==> config.mk <==
export PLATFORM = sky130hd
export DESIGN_NAME = chip8_program_loader
export DESIGN_NICKNAME = d
export VERILOG_FILES = /design/src/rtl/chip8_program_loader.sv
export SDC_FILE = /design/constraint.sdc
export NUM_CORES = 1
export LEC_CHECK = 0
export ABC_AREA = 1
export CORE_MARGIN = 2
export CORE_UTILIZATION = 45
export CTS_CLUSTER_DIAMETER = 80
export DETAILED_ROUTE_END_ITERATION = 8
export PLACE_DENSITY = 0.87
export SLEW_MARGIN = 10
export SYNTH_ARGS = -nofsm -noshare
export SYNTH_HDL_FRONTEND = slang
export SYNTH_SLANG_ARGS = --single-unit
export TNS_END_PERCENT = 20
==> constraint.sdc <==
create_clock -name clk -period 1.85 [get_ports clk]
set_input_delay 0.185 -clock clk [delete_from_list [all_inputs] [get_ports clk]]
set_output_delay 0.185 -clock clk [all_outputs]
set_load 0.1 [all_outputs]
==> src/rtl/chip8_program_loader.sv <==
// chip8_program_loader
//   Boot-time copier: moves LOAD_LEN bytes of the program ROM, starting at
//   LOAD_BASE, into main RAM at the same addresses while holding the CPU in
//   reset. Once the copy finishes, the single RAM port becomes a transparent
//   pass-through for the CPU. A start pulse in DONE triggers a reload.
//
//   Optional build macro: CHIP8_LOADER_CHECKSUM_EN
//     When defined, adds output checksum[7:0], the mod-256 sum of every byte
//     written by the most recent load.
//
// Ports
//   clk, rst_n        clock, asynchronous active-low reset
//   start             single-cycle load request (ignored while busy)
//   rom_address/data  combinational ROM read port
//   cpu_mem_*         CPU side of the RAM port
//   mem_*             RAM port (loader while not DONE, CPU in DONE)
//   cpu_rst_n         low except in DONE
//   busy              high in LOAD and DRAIN
//   done              high in DONE
module chip8_program_loader #(
   parameter logic [11:0] LOAD_BASE = 12'h200,
   parameter logic [12:0] LOAD_LEN  = 13'd3584,
   parameter bit          AUTOSTART = 1'b1
) (
   input  logic        clk,
   input  logic        rst_n,
   input  logic        start,
   output logic [11:0] rom_address,
   input  logic [7:0]  rom_data,
   input  logic [11:0] cpu_mem_address,
   input  logic        cpu_mem_we,
   input  logic [7:0]  cpu_mem_wdata,
   output logic [11:0] mem_address,
   output logic        mem_we,
   output logic [7:0]  mem_wdata,
   output logic        cpu_rst_n,
   output logic        busy,
   output logic        done
`ifdef CHIP8_LOADER_CHECKSUM_EN
   ,
   output logic [7:0]  checksum
`endif
);

   typedef enum logic [1:0] {
      IDLE  = 2'd0,
      LOAD  = 2'd1,
      DRAIN = 2'd2,
      DONE  = 2'd3
   } state_t;

   state_t      state, state_nx;
   logic [12:0] cnt;
   logic        we_q;
   logic [11:0] addr_q;
   logic [7:0]  data_q;
   logic        last_byte;
   logic        load_entry;

   assign last_byte  = (cnt == LOAD_LEN - 13'd1);
   assign load_entry = (state_nx == LOAD) && (state != LOAD);

   // State register
   always_ff @(posedge clk or negedge rst_n) begin
      if (!rst_n) begin
         state <= IDLE;
      end else begin
         state <= state_nx;
      end
   end

   // Next-state logic. IDLE is only reachable from reset, so with AUTOSTART
   // set, being in IDLE means this is the first cycle after reset release.
   always_comb begin
      state_nx = state;
      case (state)
         IDLE: begin
            if (AUTOSTART || start) begin
               state_nx = (LOAD_LEN == 13'd0) ? DONE : LOAD;
            end
         end
         LOAD: begin
            if (last_byte) begin
               state_nx = DRAIN;
            end
         end
         DRAIN: begin
            state_nx = DONE;
         end
         DONE: begin
            // A zero-length reload has nothing to copy; stay in DONE.
            if (start && (LOAD_LEN != 13'd0)) begin
               state_nx = LOAD;
            end
         end
         default: begin
            state_nx = IDLE;
         end
      endcase
   end

   // Outputs
   always_comb begin
      busy        = (state == LOAD) || (state == DRAIN);
      done        = (state == DONE);
      cpu_rst_n   = (state == DONE);
      rom_address = (state == LOAD) ? (LOAD_BASE + cnt[11:0]) : LOAD_BASE;
      if (state == DONE) begin
         mem_address = cpu_mem_address;
         mem_we      = cpu_mem_we;
         mem_wdata   = cpu_mem_wdata;
      end else begin
         mem_address = addr_q;
         mem_we      = we_q;
         mem_wdata   = data_q;
      end
   end

   // Loader write stage: one ROM byte captured per LOAD cycle, presented to
   // the RAM on the following cycle. DRAIN exists only to present the last one.
   always_ff @(posedge clk or negedge rst_n) begin
      if (!rst_n) begin
         cnt    <= '0;
         we_q   <= 1'b0;
         addr_q <= '0;
         data_q <= '0;
      end else if (load_entry) begin
         cnt  <= '0;
         we_q <= 1'b0;
      end else if (state == LOAD) begin
         cnt    <= cnt + 13'd1;
         we_q   <= 1'b1;
         addr_q <= rom_address;
         data_q <= rom_data;
      end else begin
         we_q <= 1'b0;
      end
   end

`ifdef CHIP8_LOADER_CHECKSUM_EN
   // Sum of the bytes captured in LOAD; final once the state reaches DONE.
   always_ff @(posedge clk or negedge rst_n) begin
      if (!rst_n) begin
         checksum <= '0;
      end else if (load_entry) begin
         checksum <= '0;
      end else if (state == LOAD) begin
         checksum <= checksum + rom_data;
      end
   end
`endif

endmodule

==> flow_summary.ini <==
[pwr]
cellLeakagePower_nw = 1.80
ir_drop_mv = 0.524
cellPowerDensity_nw_per_um2 = 543

[routing]
firstDrtPassIters = 4
routed_wl_mm = 8.28
drtIter0Drc = 134
viasPerCell = 5.63
drc = 0
routedWlPerCell_um = 20.3
ant_nets = 0
vias = 2302

[grt]
grt_overflow = 0
grt_pass1_wl_mm = 10.6
grt_pass1_vias = 2214
grt_max_degree = 37
grtUsageTotal_pct = 27.1
antenna_found_initial = 0

[sta]
tns_ps = -69.3
relSlewSlack_pct = 44.5
rsz0062_at_grt = true
setup_ws_ps = -30.2
clock.fmax_mhz = 532
setup_viol = 7
worst_pin_slew_ps = 832
skew_ps = 14.6
finalMaxSlewViolations = 0
post-route-period-util_pct = 102
fin_crit_ps = 1880
hold_viol_final = 0

[place]
routabilityCongestion = 0.869
place_area_sq_um = 3320
io_buffers = 67
hpwl_mm = 4.65

[worst_setup_path]
critPathMaxFanout = 4
critical_path_arrival_ps = 2110
startpoint_type = flip-flop
cp-startpoint = state[1]
worstReg2RegStart = state[1]
worstPathRequired_ps = 2080
cp-end-kind = flip-flop
path_class = flip-flop to flip-flop
reg2reg_slack_ps = -30

[yosys]
yosysWarnings = 0
synthesis.nets = 310
syn-cell-area_sq_um = 2010
avgSynthCellArea_sq_um = 7.41
ys_types = 24
netlist.area_leader.share_pct = 44.9
synth_area_leaders = dfrtp_1 (45%), nand2_1 (14%), inv_1 (10%)
postSynthCellCount = 271
ys_seq_area_share_pct = 44.9
yosys_register_bits = 36
yosysTopAreaCell = dfrtp_1

[die]
core_sq_um = 4320
die_w_um = 70.8
std_cell_rows = 24
die_y_um = 70.8
start_util_pct = 46.4
dieArea_sq_um = 5010
ioPinCount = 68

[cells_and_area]
final_common_cell = nand2_1
area_delta_synth_final_pct = 85.8
drive_above_1_share_pct = 34.2
postLayoutCellArea_sq_um = 3730
nNetsFinal = 395
most-common-layout-cells = nand2_1 (58), inv_1 (51), buf_12 (37)
antenna_cells = 0

[clocking]
cts_tree = built
htreeDepth = 2
insertion_delay_ps = 310
cts_buffers = 5
cts_max_path_buffers = 2
cts.clk_slew.worst_paths_ps = 90
clock-sinks = 36
cts-root-buf = clkbuf_8

[status]
violations = setup timing
status = finished with violations

[hold_path]
hold_path_startpoint = rom_data[0]
hp-class = primary input to flip-flop

[job]
drv_cap = 0
-- cells by family after synthesis --
kind of cell | after synthesis | synth area share [%]
AO/OA/AOI/OAI | 45 | 11.8
XOR/XNOR | 1 | 0.436
adder cells (fa/ha/maj) | 7 | 4.36
buffers and inverters | 66 | 13.3
flip-flops | 36 | 44.9
multiplexers | 2 | 1.12
AND/OR/NAND/NOR | 114 | 24.1
-- metrics by stage --
| step | utilization (%) | instances | hold WS [ps] | worst slack (ps) | power (mW) |
|---|---|---|---|---|---|
| floorplan | - | 271 | -111 | -244 | 0.902 |
| global placement | 76.9 | 390 | 306 | 131 | 1.02 |
| detailed placement | 76.9 | 390 | 307 | 21.9 | 1.03 |
| CTS | 81.7 | 402 | 447 | -24.3 | 2.00 |
| global route | 86.2 | 409 | 487 | -106 | 2.08 |
| finish | 86.2 | 409 | 444 | -30.2 | 2.03 |
-- worst max-delay path, cell delays in order (launching register included) --
cell	delay, ps
dfrtp_1	410
inv_2	120
ha_4	180
nand2_2	80
clkinvlp_4	100
nand3_1	130
nor3_2	170
nand2_1	120
inv_1	90
nand2_1	70
or2_2	270
nand2_1	90
-- area by class of cell --
cell class | count | area [sq um]
well taps | 52 | 65.1
flip-flops and latches | 36 | 902
fillers | 176 | 596
repair buffers | 89 | 1240
clock inverters | 3 | 90.1
inverters | 55 | 218
multi-input cells | 169 | 1150
clock buffers | 5 | 68.8
-- worst paths after layout --
kind                         endpoint  cells after the start
min reg2reg                 addr_q[9]                      1
max in group asynchronous    state[0]                      2
max reg2reg                   cnt[11]                     11
min                         data_q[0]                      3
min in group asynchronous  addr_q[11]                      2
max                           cnt[11]                     11
-- power by group --
group	leakage, nW	switching, mW	internal, mW
Sequential	0.435	0.00363	0.795
Combinational	1.29	0.127	0.107
Clock	0.0784	0.318	0.675
-- repair_timing --
action | CTS | global route
resized for setup | 5 | 39
hold buffers | 1 | 0
hold endpoints to repair | 36 | 0
endpoints found under the setup margin | 27 | 42
pin swaps | 1 | 16
setup buffers | 3 | 7
-- sequential cells by signal, indices dropped and copies added (netlist names) --
signal / cells
cnt: 13
addr_q: 12
data_q: 8
state: 2
we_q: 1
-- cells in the mapped netlist --
master    count
a21o_1        1
a21oi_1       3
buf_4         1
buf_6         2
clkbuf_1      8
dfrtp_1      36
ha_1          7
inv_1        55
mux2_2        2
nand2_1      74
nand2_2       3
nand3_1      19
nand3_2       1
nor2_1        8
nor2_2        1
nor3_1        4
nor4_1        2
o21a_1        1
o21ai_0      37
o21ai_2       1
o21bai_1      1
o22ai_1       1
or2_2         2
xor2_1        1
-- per-layer routing --
metal / track usage [%] / vias up / share of wire (%)
met5: 0 / - / 0
met4: 12.6 / 0 / 4.9
met3: 7.98 / 35 / 7.5
met2: 45.6 / 136 / 52
met1: 31.9 / 1130 / 36
li1: - / 1001 / -
Note: power is estimated with default switching activity, not from simulation.
